$ cat config.mk
export PLATFORM = sky130hd
export DESIGN_NAME = instr_fetch_unit_flat
export DESIGN_NICKNAME = d
export VERILOG_FILES = /design/src/rtl/instr_fetch_unit_if.sv /design/src/rtl/instr_fetch_unit.sv /design/src/flat_wrapper.sv
export SDC_FILE = /design/constraint.sdc
export NUM_CORES = 1
export LEC_CHECK = 0
export BUFFER_PORTS_ARGS = -buffer_cell sky130_fd_sc_hd__buf_4
export CAP_MARGIN = 20
export CORE_MARGIN = 4
export CORE_UTILIZATION = 45
export DETAILED_ROUTE_END_ITERATION = 6
export GPL_TIMING_DRIVEN = 1
export PLACE_DENSITY = 0.67
export REMOVE_ABC_BUFFERS = 1
export SYNTH_ARGS = -nofsm -noshare
export SYNTH_HDL_FRONTEND = slang
export SYNTH_SLANG_ARGS = --single-unit
$ cat constraint.sdc
create_clock -name clock_50 -period 6 [get_ports clock_50]
set_input_delay 1.2 -clock clock_50 [delete_from_list [all_inputs] [get_ports clock_50]]
set_output_delay 1.2 -clock clock_50 [all_outputs]
set_load 0.02 [all_outputs]
$ cat src/rtl/instr_fetch_unit_if.sv
// Instruction-memory read port between the fetch unit (master) and memory (slave).
interface instr_fetch_unit_if;
  logic        imem_req;
  logic [15:0] imem_addr;
  logic        imem_gnt;
  logic        imem_rvalid;
  logic [15:0] imem_rdata;

  modport master (output imem_req, imem_addr, input imem_gnt, imem_rvalid, imem_rdata);
  modport slave  (input imem_req, imem_addr, output imem_gnt, imem_rvalid, imem_rdata);
endinterface

$ cat src/rtl/instr_fetch_unit.sv
// Fetch stage: PC, credit-limited word reads, prefetch FIFO to the core's IR,
// and flush of wrong-path words (buffered and still in flight) on redirect.
module instr_fetch_unit #(
  parameter logic [15:0] RESET_PC = 16'h0000,
  parameter int          DEPTH    = 2
) (
  input  logic               clock_50,
  input  logic               reset,
  instr_fetch_unit_if.master imem,
  output logic [15:0]        IR,
  output logic               ir_valid,
  input  logic               ir_ready,
  input  logic               redirect,
  input  logic [15:0]        redirect_pc,
  input  logic               halt,
  output logic [15:0]        fetch_pc
);
  localparam int AW = (DEPTH > 1) ? $clog2(DEPTH) : 1;
  localparam int CW = AW + 1;

  typedef enum logic {RUN, HALTED} state_t;

  state_t                 r_state;
  logic [15:0]            r_pc;
  logic [DEPTH-1:0][15:0] r_fdata;
  logic [DEPTH-1:0][15:0] r_faddr;
  logic [DEPTH-1:0][15:0] r_aq;
  logic [AW-1:0]          r_wp, r_rp, r_aq_wp, r_aq_rp;
  logic [CW-1:0]          r_cnt, r_out, r_disc;

  logic          w_req, w_issue, w_pop, w_push, w_drop;
  logic [CW:0]   w_used;

  // Buffered words plus requests in flight never exceed DEPTH, so a return always has a slot.
  assign w_used  = {1'b0, r_cnt} + {1'b0, r_out};
  assign w_req   = !reset && (r_state == RUN) && !redirect && (w_used < (CW+1)'(DEPTH));
  assign w_issue = w_req && imem.imem_gnt;
  assign w_pop   = ir_valid && ir_ready;
  assign w_push  = imem.imem_rvalid && !redirect && (r_disc == '0);
  assign w_drop  = imem.imem_rvalid && !redirect && (r_disc != '0);

  assign imem.imem_req  = w_req;
  assign imem.imem_addr = r_pc;
  assign ir_valid       = (r_cnt != '0);
  assign IR             = r_fdata[r_rp];
  assign fetch_pc       = r_faddr[r_rp];

  always_ff @(posedge clock_50) begin
    if (reset) begin
      r_state <= RUN;
      r_pc    <= RESET_PC;
      r_wp    <= '0;
      r_rp    <= '0;
      r_aq_wp <= '0;
      r_aq_rp <= '0;
      r_cnt   <= '0;
      r_out   <= '0;
      r_disc  <= '0;
      for (int i = 0; i < DEPTH; i++) begin
        r_fdata[i] <= '0;
        r_faddr[i] <= RESET_PC;
        r_aq[i]    <= RESET_PC;
      end
    end else begin
      r_state <= halt ? HALTED : RUN;
      r_out   <= r_out + CW'(w_issue) - CW'(imem.imem_rvalid);
      // The address side queue tracks every response, kept or dropped, so it never desyncs.
      if (w_issue) begin
        r_aq[r_aq_wp] <= r_pc;
        r_aq_wp       <= r_aq_wp + 1'b1;
      end
      if (imem.imem_rvalid) r_aq_rp <= r_aq_rp + 1'b1;
      if (redirect) begin
        r_pc   <= redirect_pc;
        r_cnt  <= '0;
        r_rp   <= r_wp;
        r_disc <= r_out - CW'(imem.imem_rvalid);
      end else begin
        if (w_issue) r_pc <= r_pc + 16'd1;
        if (w_drop)  r_disc <= r_disc - 1'b1;
        if (w_push) begin
          r_fdata[r_wp] <= imem.imem_rdata;
          r_faddr[r_wp] <= r_aq[r_aq_rp];
          r_wp          <= r_wp + 1'b1;
        end
        if (w_pop) r_rp <= r_rp + 1'b1;
        r_cnt <= r_cnt + CW'(w_push) - CW'(w_pop);
      end
    end
  end

  a_out_uf:  assert property (@(posedge clock_50) disable iff (reset) imem.imem_rvalid |-> (r_out != '0));
  a_disc_uf: assert property (@(posedge clock_50) disable iff (reset) r_disc <= r_out);
endmodule

$ cat src/flat_wrapper.sv
// flat-port wrapper written by rule: the top's interface ports become plain ports
module instr_fetch_unit_flat 
#(
  parameter logic [15:0] RESET_PC = 16'h0000,
  parameter int          DEPTH    = 2
)
  (clock_50, reset, IR, ir_valid, ir_ready, redirect, redirect_pc, halt, fetch_pc, imem_imem_req, imem_imem_addr, imem_imem_gnt, imem_imem_rvalid, imem_imem_rdata);
  instr_fetch_unit_if imem_i ();
  input  logic clock_50;
  input  logic reset;
  output logic [15:0] IR;
  output logic ir_valid;
  input  logic ir_ready;
  input  logic redirect;
  input  logic [15:0] redirect_pc;
  input  logic halt;
  output logic [15:0] fetch_pc;
  output wire logic [$bits(imem_i.imem_req)-1:0] imem_imem_req;
  output wire logic [$bits(imem_i.imem_addr)-1:0] imem_imem_addr;
  input wire logic [$bits(imem_i.imem_gnt)-1:0] imem_imem_gnt;
  input wire logic [$bits(imem_i.imem_rvalid)-1:0] imem_imem_rvalid;
  input wire logic [$bits(imem_i.imem_rdata)-1:0] imem_imem_rdata;
  assign imem_imem_req = imem_i.imem_req;
  assign imem_imem_addr = imem_i.imem_addr;
  assign imem_i.imem_gnt = imem_imem_gnt;
  assign imem_i.imem_rvalid = imem_imem_rvalid;
  assign imem_i.imem_rdata = imem_imem_rdata;
  instr_fetch_unit #(.RESET_PC(RESET_PC), .DEPTH(DEPTH)) u_core (.clock_50(clock_50), .reset(reset), .imem(imem_i), .IR(IR), .ir_valid(ir_valid), .ir_ready(ir_ready), .redirect(redirect), .redirect_pc(redirect_pc), .halt(halt), .fetch_pc(fetch_pc));
endmodule
==> results.cfg <==
[status]
run_status = finished, final reports clean

[finish]
n_antenna_cell = 0
layout-drive-gt1-share_pct = 23.8
mostFrequentLayoutCell = sky130_fd_sc_hd__nand2_1
fillerInstances = 1007
syn_to_final_growth_pct = 26.8
multi_input_comb_area_um2 = 2550
stdcell_count = 837
nNetsFinal = 726
utilization_pct = 58.1
seq_area_um2 = 2460
commonest_cells_after_routing_fill_and_taps_aside = sky130_fd_sc_hd__nand2_1 (142), sky130_fd_sc_hd__dfxtp_1 (122), sky130_fd_sc_hd__buf_4 (90)

[clock_tree]
path_clk_slew_ns = 0.05
tritoncts = done
cts_resizes = 0
cts.sink_count = 123
clock_latency_ns = 0.41
total_clock_buffers_created_by_cts = 17
clock_tree.buffer_depth = 2
postCtsSetupRepairBufs = 0
clock-root-buffer = sky130_fd_sc_hd__clkbuf_16
ctsHoldBuffers = 0
clock_tree.htree_level_count = 4

[setup_path]
worstSetupEndpointType = output port
start_kind = primary input
worst-r2r-setup-slack_ns = 3.07
worstPathRequired_ns = 4.80
critical_path.max_fanout = 52
worst-setup-path-type = primary input to output port
worstPathArrival_ns = 2.28

[detailed_routing]
met3WireLength_um = 664
wire_length_per_cell_after_detailed_routing_um = 15.4
met1_length_mm = 5.70
vias = 4473
maxUsedRoutingLayer = met4
detailroute.wirelength.met2_mm = 6.39
finalWirelength_mm = 12.9
antenna_violating_nets_post_route = 0
first_pass_iters = 4
drt-initial-drc-count = 297
residual_drc = 0
route.detailed.vias_per_inst = 5.34

[synthesis]
netlist_area_um2 = 5230
synth.distinct_cells = 46
yosys-top-cells-area = sky130_fd_sc_hd__dfxtp_1 (47%), sky130_fd_sc_hd__nand2_1 (10%), sky130_fd_sc_hd__mux2_2 (6.9%), sky130_fd_sc_hd__a21oi_1 (6.6%), sky130_fd_sc_hd__a211oi_1 (5.7%)
synth_edf_count = 0
syn-instance-count = 616
synth.largest_area_cell = sky130_fd_sc_hd__dfxtp_1
ys_seq_area_share_pct = 47.1
yosysWarningCount = 0
synth_async_sr_flop_share_pct = 0
synth.avg_cell_area_um2 = 8.49
netlist.area_leader.share_pct = 47.1
synth_top_flop_cell = sky130_fd_sc_hd__dfxtp_1
synth.ff_latch_count = 123

[place]
detailed_place_hpwl_mm = 8.08
place_congestion = 0.810
dp.cells = 803
numPortBuffers = 88

[floorplanning]
core_area_um2 = 11400
chipWidth_um = 116
io_pins = 89
floorplan.initialDensity_pct = 45.8
die-height_um = 116
floorplan.die_area_um2 = 13400
rows = 39

[power]
ir_drop_mv = 0.191
net-switching-power_w = 0.000542
comb_power_share_pct = 10.3
swShare_pct = 23.6
internal_power_w = 0.00175
static-leakage-power_nw = 2.50
power.sequential.fraction_pct = 38.9
clockPowerShare_pct = 50.7
cellPowerDensity_nw_per_um2 = 346

[global_route]
grt_pass1_wl_mm = 21.0
grt_pass1_vias = 4387
grtUsageTotal_pct = 19.8
antenna_violations_before_repair = 0
overflow = 0
pin_count_of_the_biggest_net_entering_global_routing = 72

[timing]
fin_worst_skew_ns = 0.00795
grt_setup_unrepaired = no
setup_viol = 0
finalHoldViolations = 0
fin_setup_tns_ns = 0
min_period_ns = 3.48
whs_ns = 0.452
min_period_over_period_pct = 58.0
timing.max_slew.rel_slack_pct = 29.7
maxClockFrequency_mhz = 287
timing_max_transition_violations_final = 0
slew_at_the_pin_with_the_worst_max_slew_slack_ns = 1.05

[run]
drv_cap = 0

[hold_path]
holdCritPathClass = flip-flop to flip-flop
-- sequential cells by signal (all words and copies together) (netlist names) --
signal and count:
u_core.r_rp 1, u_core.imem.imem_addr 16, u_core.r_cnt 2, u_core.r_state 1
u_core.r_disc 2, u_core.r_aq 32, u_core.r_fdata 32, u_core.r_out 2
u_core.r_wp 1, u_core.r_aq_wp 1, u_core.r_faddr 32, u_core.r_aq_rp 1
-- final timing paths --
| path | end | start | cells after the start |
|---|---|---|---|
| min | u_core.r_aq[11] | u_core.r_aq[11] | 2 |
| min reg2reg | u_core.r_aq[11] | u_core.r_aq[11] | 2 |
| max reg2reg | u_core.imem.imem_addr[14] | u_core.r_cnt[0] | 7 |
| max | imem_imem_req | reset | 4 |
-- cell families after synthesis --
kind of cell             synth area share [%]
AO/OA/AOI/OAI                            15.3
XOR/XNOR                                 2.51
adder cells (fa/ha/maj)                  1.58
buffers and inverters                    4.23
flip-flops                               47.1
multiplexers                             9.95
AND/OR/NAND/NOR                          19.4
-- synth_stat cells, drive strengths merged (2+ instances only) --
| cell | n |
|---|---|
| a211oi | 40 |
| a21oi | 69 |
| a311oi | 4 |
| a31oi | 3 |
| and2 | 4 |
| and3 | 2 |
| buf | 6 |
| clkbuf | 40 |
| dfxtp | 123 |
| ha | 5 |
| inv | 10 |
| mux2 | 32 |
| mux2i | 16 |
| nand2 | 143 |
| nand2b | 2 |
| nand3 | 7 |
| nand4 | 4 |
| nor2 | 49 |
| nor3 | 3 |
| nor4 | 8 |
| o21a | 2 |
| o21ai | 3 |
| o22ai | 2 |
| or2 | 2 |
| or3 | 7 |
| or4 | 2 |
| xnor2 | 12 |
| xor2 | 3 |
-- power by group through the flow --
stage               combinational (W)  sequential, W  clock (W)
detailed placement           0.000233       0.000911          0
CTS                          0.000236       0.000894    0.00118
global route                 0.000262       0.000900    0.00122
global placement             0.000228       0.000910          0
floorplan                    0.000129       0.000908          0
finish                       0.000237       0.000894    0.00116
-- worst max-delay path: stages --
cell	delay (ns)
sky130_fd_sc_hd__buf_4	0.27
sky130_fd_sc_hd__or2_2	0.40
sky130_fd_sc_hd__nor4_1	0.21
sky130_fd_sc_hd__buf_4	0.19
-- routing by layer --
layer	vias to the layer above	global-route usage, %
li1	2258	-
met1	2097	24.9
met5	-	0
met4	0	7.12
met2	107	33.6
met3	11	4.07
-- area by class of cell --
cell class / instances / area share, %
well taps: 143 / 2.70
clock buffers: 18 / 6.62
multi-input cells: 436 / 38.5
flip-flops and latches: 123 / 37.1
clock inverters: 14 / 3.64
repair buffers: 92 / 10.8
inverters: 11 / 0.622
-- stage by stage --
stage                     setup slack (ns)  power, W  cell area, um^2
after floorplan                       2.63   0.00104             5050
after global placement                2.51   0.00114             5910
after detailed placement              2.54   0.00114             5910
after CTS                             2.52   0.00231             6600
after global routing                  2.38   0.00238             6630
final                                 2.52   0.00230             6630
(Power assumes the default switching activity.)
